**src/rtl/psram_nmi_arb_pkg.sv**
```systemverilog
// Shared definitions for the PSRAM native-memory-port arbiter.
// Holds the state encoding, the native-port field widths and the timeout read-data default.
package psram_nmi_arb_pkg;

  localparam int unsigned ADDR_W = 32;
  localparam int unsigned DATA_W = 32;
  localparam int unsigned STRB_W = 4;

  localparam logic [DATA_W-1:0] ERR_RDATA_DEFAULT = 32'hDEAD_BEEF;

  typedef enum logic [1:0] {
    StIdle = 2'd0,
    StBusy = 2'd1,
    StResp = 2'd2
  } state_e;

endpackage

```
**src/rtl/nmi_rr_pick.sv**
```systemverilog
// Combinational round-robin picker: first set request bit after last_i, wrapping modulo NUM_REQ.
// Can be reused by any other arbiter that shares a single port.
module nmi_rr_pick #(
  parameter int unsigned NUM_REQ = 3,
  parameter int unsigned IdxW    = $clog2(NUM_REQ)
) (
  input  logic [NUM_REQ-1:0] req_i,
  input  logic [IdxW-1:0]    last_i,
  output logic [IdxW-1:0]    win_o,
  output logic               any_o
);

  int unsigned    w_sum;
  logic [IdxW-1:0] w_idx;

  // Scan from the farthest offset down to the nearest, so the nearest set bit is the last one written.
  always_comb begin
    win_o = last_i;
    any_o = |req_i;
    w_sum = 0;
    w_idx = '0;
    for (int unsigned off = NUM_REQ; off >= 1; off--) begin
      w_sum = int'(unsigned'(last_i)) + off;
      if (w_sum >= NUM_REQ) w_sum = w_sum - NUM_REQ;
      w_idx = IdxW'(w_sum);
      if (req_i[w_idx]) win_o = w_idx;
    end
  end

endmodule

```
**src/rtl/psram_nmi_arb.sv**
```systemverilog
// Round-robin arbiter that shares the PSRAM controller's native-memory port among NUM_REQ requesters.
// The grant is held for one whole transaction, and a watchdog aborts a stalled transaction.
module psram_nmi_arb
  import psram_nmi_arb_pkg::*;
#(
  parameter int unsigned       NUM_REQ     = 3,
  parameter int unsigned       TIMEOUT_CYC = 1024,
  parameter logic [DATA_W-1:0] ERR_RDATA   = ERR_RDATA_DEFAULT
) (
  input  logic                        clk_i,
  input  logic                        rst_i,
  input  logic [NUM_REQ-1:0]          req_valid_i,
  input  logic [NUM_REQ*ADDR_W-1:0]   req_addr_i,
  input  logic [NUM_REQ*DATA_W-1:0]   req_wdata_i,
  input  logic [NUM_REQ*STRB_W-1:0]   req_wstrb_i,
  output logic [NUM_REQ-1:0]          req_ready_o,
  output logic [DATA_W-1:0]           req_rdata_o,
  output logic                        mem_valid_o,
  output logic [ADDR_W-1:0]           mem_addr_o,
  output logic [DATA_W-1:0]           mem_wdata_o,
  output logic [STRB_W-1:0]           mem_wstrb_o,
  input  logic                        mem_ready_i,
  input  logic [DATA_W-1:0]           mem_rdata_i,
  output logic [$clog2(NUM_REQ)-1:0]  gnt_id_o,
  output logic                        busy_o,
  output logic                        err_o,
  input  logic                        err_clr_i
);

  localparam int unsigned IdxW = $clog2(NUM_REQ);
  localparam int unsigned CntW = (TIMEOUT_CYC == 0) ? 1 : $clog2(TIMEOUT_CYC + 1);
  localparam logic [CntW-1:0] CntLast = (TIMEOUT_CYC == 0) ? '0 : CntW'(TIMEOUT_CYC - 1);

  state_e              r_state;
  logic [IdxW-1:0]     r_gnt;
  logic [NUM_REQ-1:0]  r_ready;
  logic [DATA_W-1:0]   r_rdata;
  logic                r_mem_valid;
  logic [ADDR_W-1:0]   r_mem_addr;
  logic [DATA_W-1:0]   r_mem_wdata;
  logic [STRB_W-1:0]   r_mem_wstrb;
  logic                r_err;
  logic [CntW-1:0]     r_cnt;

  logic [IdxW-1:0]     w_pick;
  logic                w_any;
  logic                w_timeout;
  logic                w_set_err;
  logic [NUM_REQ-1:0]  w_gnt_oh;

  nmi_rr_pick #(
    .NUM_REQ (NUM_REQ),
    .IdxW    (IdxW)
  ) u_pick (
    .req_i  (req_valid_i),
    .last_i (r_gnt),
    .win_o  (w_pick),
    .any_o  (w_any)
  );

  always_comb begin
    w_timeout = (TIMEOUT_CYC != 0) && (r_cnt == CntLast);
    // A ready arriving in the same cycle as the timeout completes the transaction normally.
    w_set_err = (r_state == StBusy) && !mem_ready_i && w_timeout;
    w_gnt_oh  = NUM_REQ'(1) << r_gnt;
  end

  always_ff @(posedge clk_i) begin
    if (rst_i) begin
      r_state     <= StIdle;
      r_gnt       <= IdxW'(NUM_REQ - 1);
      r_ready     <= '0;
      r_rdata     <= '0;
      r_mem_valid <= 1'b0;
      r_mem_addr  <= '0;
      r_mem_wdata <= '0;
      r_mem_wstrb <= '0;
      r_cnt       <= '0;
    end else begin
      unique case (r_state)
        StIdle: begin
          r_cnt <= '0;
          if (w_any) begin
            r_gnt       <= w_pick;
            r_mem_addr  <= req_addr_i[w_pick*ADDR_W +: ADDR_W];
            r_mem_wdata <= req_wdata_i[w_pick*DATA_W +: DATA_W];
            r_mem_wstrb <= req_wstrb_i[w_pick*STRB_W +: STRB_W];
            r_mem_valid <= 1'b1;
            r_state     <= StBusy;
          end
        end
        StBusy: begin
          if (mem_ready_i) begin
            r_rdata     <= mem_rdata_i;
            r_mem_valid <= 1'b0;
            r_ready     <= w_gnt_oh;
            r_state     <= StResp;
          end else if (w_timeout) begin
            r_rdata     <= ERR_RDATA;
            r_mem_valid <= 1'b0;
            r_ready     <= w_gnt_oh;
            r_state     <= StResp;
          end else if (r_cnt != {CntW{1'b1}}) begin
            r_cnt <= r_cnt + 1'b1;
          end
        end
        StResp: begin
          r_ready <= '0;
          r_cnt   <= '0;
          r_state <= StIdle;
        end
        default: r_state <= StIdle;
      endcase
    end
  end

  always_ff @(posedge clk_i) begin
    if (rst_i)          r_err <= 1'b0;
    else if (w_set_err) r_err <= 1'b1;
    else if (err_clr_i) r_err <= 1'b0;
  end

  assign req_ready_o = r_ready;
  assign req_rdata_o = r_rdata;
  assign mem_valid_o = r_mem_valid;
  assign mem_addr_o  = r_mem_addr;
  assign mem_wdata_o = r_mem_wdata;
  assign mem_wstrb_o = r_mem_wstrb;
  assign gnt_id_o    = r_gnt;
  assign busy_o      = (r_state != StIdle);
  assign err_o       = r_err;

endmodule

```
**config.mk**
```make
export PLATFORM = sky130hd
export DESIGN_NAME = psram_nmi_arb
export DESIGN_NICKNAME = d
export VERILOG_FILES = /design/src/rtl/psram_nmi_arb_pkg.sv /design/src/rtl/nmi_rr_pick.sv /design/src/rtl/psram_nmi_arb.sv
export SDC_FILE = /design/constraint.sdc
export NUM_CORES = 1
export LEC_CHECK = 0
export ABC_CLOCK_PERIOD_IN_PS = 7200
export CORE_AREA = 4 4 134 136
export CTS_CLUSTER_SIZE = 20
export DETAILED_ROUTE_END_ITERATION = 8
export DIE_AREA = 0 0 138 140
export GPL_TIMING_DRIVEN = 1
export PLACE_DENSITY = 0.82
export SYNTH_ARGS = -nofsm -noshare
export SYNTH_HDL_FRONTEND = slang
export SYNTH_SLANG_ARGS = --single-unit
```
**constraint.sdc**
```tcl
create_clock -name clk_i -period 7.2 [get_ports clk_i]
set_input_delay 0.72 -clock clk_i [delete_from_list [all_inputs] [get_ports clk_i]]
set_output_delay 0.72 -clock clk_i [all_outputs]
set_load 0.01 [all_outputs]
```
==> results.json <==
{
  "gr-usage-all-layers": 0.265,
  "fin_skew_ns": 0.00900,
  "status": "completed",
  "cts.repair.resized": 0,
  "syn-instance-count": 765,
  "clock-sinks": 120,
  "path_clk_slew_ns": 0.05,
  "synth-edff-count": 0,
  "setup_viol": 0,
  "worstPathArrival_ns": 4.37,
  "synth_cell_types": 53,
  "antenna_found_initial": 9,
  "totalWireLength_um": 27100,
  "drt_iter0_drc": 394,
  "slew_violations": 0,
  "fmax_ghz": 0.246,
  "wl_per_cell_um": 21.0,
  "maxCapViolCount": 0,
  "die_h_um": 140,
  "grt_setup_unrepaired": "false",
  "worst_setup_path_start_kind": "register",
  "clock_path_buffers": 2,
  "max-vdd-ir-drop_mv": 0.157,
  "hpwl_um": 18500,
  "layout-drive-gt1-share": 0.0991,
  "r2r-start": "gnt_id_o[0]",
  "drc_errors": 0,
  "dieArea_um2": 19300,
  "syn_to_final_growth_pct": 59.6,
  "regToRegEndpoint": "mem_addr_o[4]",
  "grt_max_degree": 138,
  "worst_pin_slew_ns": 1.15,
  "coreArea_um2": 16900,
  "vias_per_cell": 5.88,
  "pin_count": 351,
  "timing_hold_violations_final": 0,
  "cp_max_fo": 96,
  "htreeDepth": 4,
  "synthArstFlopShare": 0,
  "gr-total-overflow": 0,
  "min_period_ns": 4.06,
  "grt_pass1_wl_um": 41600,
  "finalWeightedCongestion": 0.876,
  "fin_tns_setup_ns": 0,
  "period_share": 0.563,
  "first_pass_iters": 7,
  "synth_area_um2": 6840,
  "p_per_area_nw_per_um2": 264,
  "nets": 1298,
  "cts_tree": "built",
  "hold_depth": 2,
  "synthFlopType": "dfxtp_1",
  "syn_avg_cell_area_um2": 8.94,
  "p_leak_nw": 3.81,
  "min-delay-start": "req_rdata_o[20]",
  "required_ns": 7.51,
  "grt_pass1_vias": 7480,
  "synth-seq-cells": 120,
  "core.rowCount": 48,
  "crit_type": "register to register",
  "syn_nets": 1015,
  "r2r_slack_ns": 3.14,
  "final_antenna_net_count": 0,
  "post_cts_buffers": 0,
  "io_buffers": 350,
  "ys_warn_count": 0,
  "yosysSeqAreaShare": 0.351,
  "crit_path_end_kind": "register",
  "relSlewSlack": 0.236,
  "hold_end": "req_rdata_o[20]",
  "initial_core_util": 0.404,
  "cts_root_buf": "clkbuf_16",
  "ff2ff_path_depth": 8,
  "cts_buffers": 17,
  "cts_hold_buf": 0,
  "die_width_um": 138,
  "vias": 7594,
  "clk_latency_ns": 0.41,
  "hold_path.class": "register to register",
  "fin_util": 0.645
}
==> cell families (layout without fill, tap and decap cells) <==
kind of cell | count (synthesis) | in the layout | synth area share
AO/OA/AOI/OAI | 372 | 372 | 0.438
XOR/XNOR | 7 | 7 | 0.00896
adder cells (fa/ha/maj) | 7 | 7 | 0.0128
buffers and inverters | 110 | 405 | 0.0777
flip-flops | 120 | 120 | 0.351
multiplexers | 5 | 5 | 0.00750
other | 0 | 7 | 0
AND/OR/NAND/NOR | 144 | 144 | 0.104
==> Yosys cell counts, types with 3 or more instances <==
cell,instances,area share
a21oi_1,7,0.0051
a221oi_1,38,0.049
a221oi_2,30,0.066
a41oi_1,48,0.061
a41oi_2,20,0.048
and2_1,3,0.0027
buf_2,32,0.023
buf_4,5,0.0055
buf_6,4,0.0066
clkbuf_1,53,0.029
dfxtp_1,120,0.35
ha_1,7,0.013
inv_1,12,0.0066
mux2i_1,4,0.0059
nand2_1,7,0.0038
nand2b_1,16,0.015
nand3_1,4,0.0029
nand3b_1,5,0.0055
nand4_1,3,0.0027
nor2_1,65,0.036
nor3_1,27,0.020
o21ai_0,135,0.099
o21ai_1,4,0.0029
o21bai_1,69,0.076
o32ai_1,8,0.010
xor2_1,7,0.0090
==> power by group <==
group	switching, mW	internal (mW)	total [mW]
sequential	0.0587	0.765	0.824
combinational	0.639	0.502	1.14
clock	0.304	0.613	0.917
==> registers in the layout, indices dropped and copies added, names as in the netlist <==
register,flops
err_o,1
gnt_id_o,2
mem_addr_o,32
mem_valid_o,1
mem_wdata_o,32
mem_wstrb_o,4
r_cnt,11
r_state,2
req_rdata_o,32
req_ready_o,3
==> worst max-delay path, cell delays in order (launching register included) <==
cell and delay (ns):
dfxtp_1 0.54, inv_1 0.23, ha_1 0.52, nand2b_1 0.23, a32o_1 0.30, o21ai_4 0.71, buf_4 0.77, o21ai_0 0.26
a221oi_2 0.35
==> cells in the final DEF (no fill, tap or decap), types with 4 or more instances in the layout <==
master	n
a21oi_1	7
a221oi_1	38
a221oi_2	30
a41oi_1	48
a41oi_2	20
buf_4	13
bufinv_16	4
clkbuf_16	17
clkbuf_8	4
clkdlybuf4s50_1	349
dfxtp_1	120
diode_2	7
ha_1	7
inv_1	12
mux2i_1	4
nand2_1	7
nand2b_1	16
nand3_1	4
nand3b_1	5
nor2_1	65
nor3_1	27
o21ai_0	135
o21ai_1	4
o21bai_1	69
o32ai_1	8
xor2_1	7
==> per-stage QoR <==
| stage | total power [mW] | setup slack [ns] | area (µm²) | hold slack (ns) | cells |
|---|---|---|---|---|---|
| finish | 2.88 | 3.14 | 10900 | 0.474 | 1292 |
| global route | 3.02 | 2.84 | 10900 | 0.494 | 1292 |
| CTS | 2.89 | 3.16 | 10900 | 0.478 | 1285 |
| detailed placement | 1.97 | 3.17 | 10300 | 0.470 | 1254 |
| global placement | 1.95 | 3.29 | 10300 | 0.463 | 1254 |
| floorplan | 1.52 | 4.75 | 6840 | 0.434 | 765 |
==> how the worst max path moves through the flow <==
stage                endpoint            from  depth (start not counted)  slack (ns)
6_report        mem_addr_o[4]     gnt_id_o[0]                          8        3.14
5_1_grt         mem_addr_o[4]     gnt_id_o[0]                          8        2.84
4_1_cts         mem_addr_o[4]     gnt_id_o[0]                          8        3.16
3_5_place_dp   mem_wdata_o[7]  req_valid_i[0]                          7        3.17
3_3_place_gp   mem_addr_o[27]  req_valid_i[0]                          7        3.29
2_1_floorplan  mem_addr_o[11]     gnt_id_o[0]                         11        4.75
==> layer usage <==
layer / vias up / GRT usage / routed length (µm)
li1: 3531 / - / -
met1: 3585 / 0.327 / 10700
met3: 66 / 0.0857 / 2700
met2: 408 / 0.422 / 12700
met4: 4 / 0.121 / 961
met5: - / 0 / 34
==> area by class of cell <==
class                   count  area, µm²
fillers                  1426       6020
multi-input cells         535       3950
repair buffers            362       3590
flip-flops and latches    120       2400
clock buffers              23        488
well taps                 225        282
clock inverters             8        143
inverters                  12       45.0
diodes                      7       17.5
(Power assumes the default switching activity.)
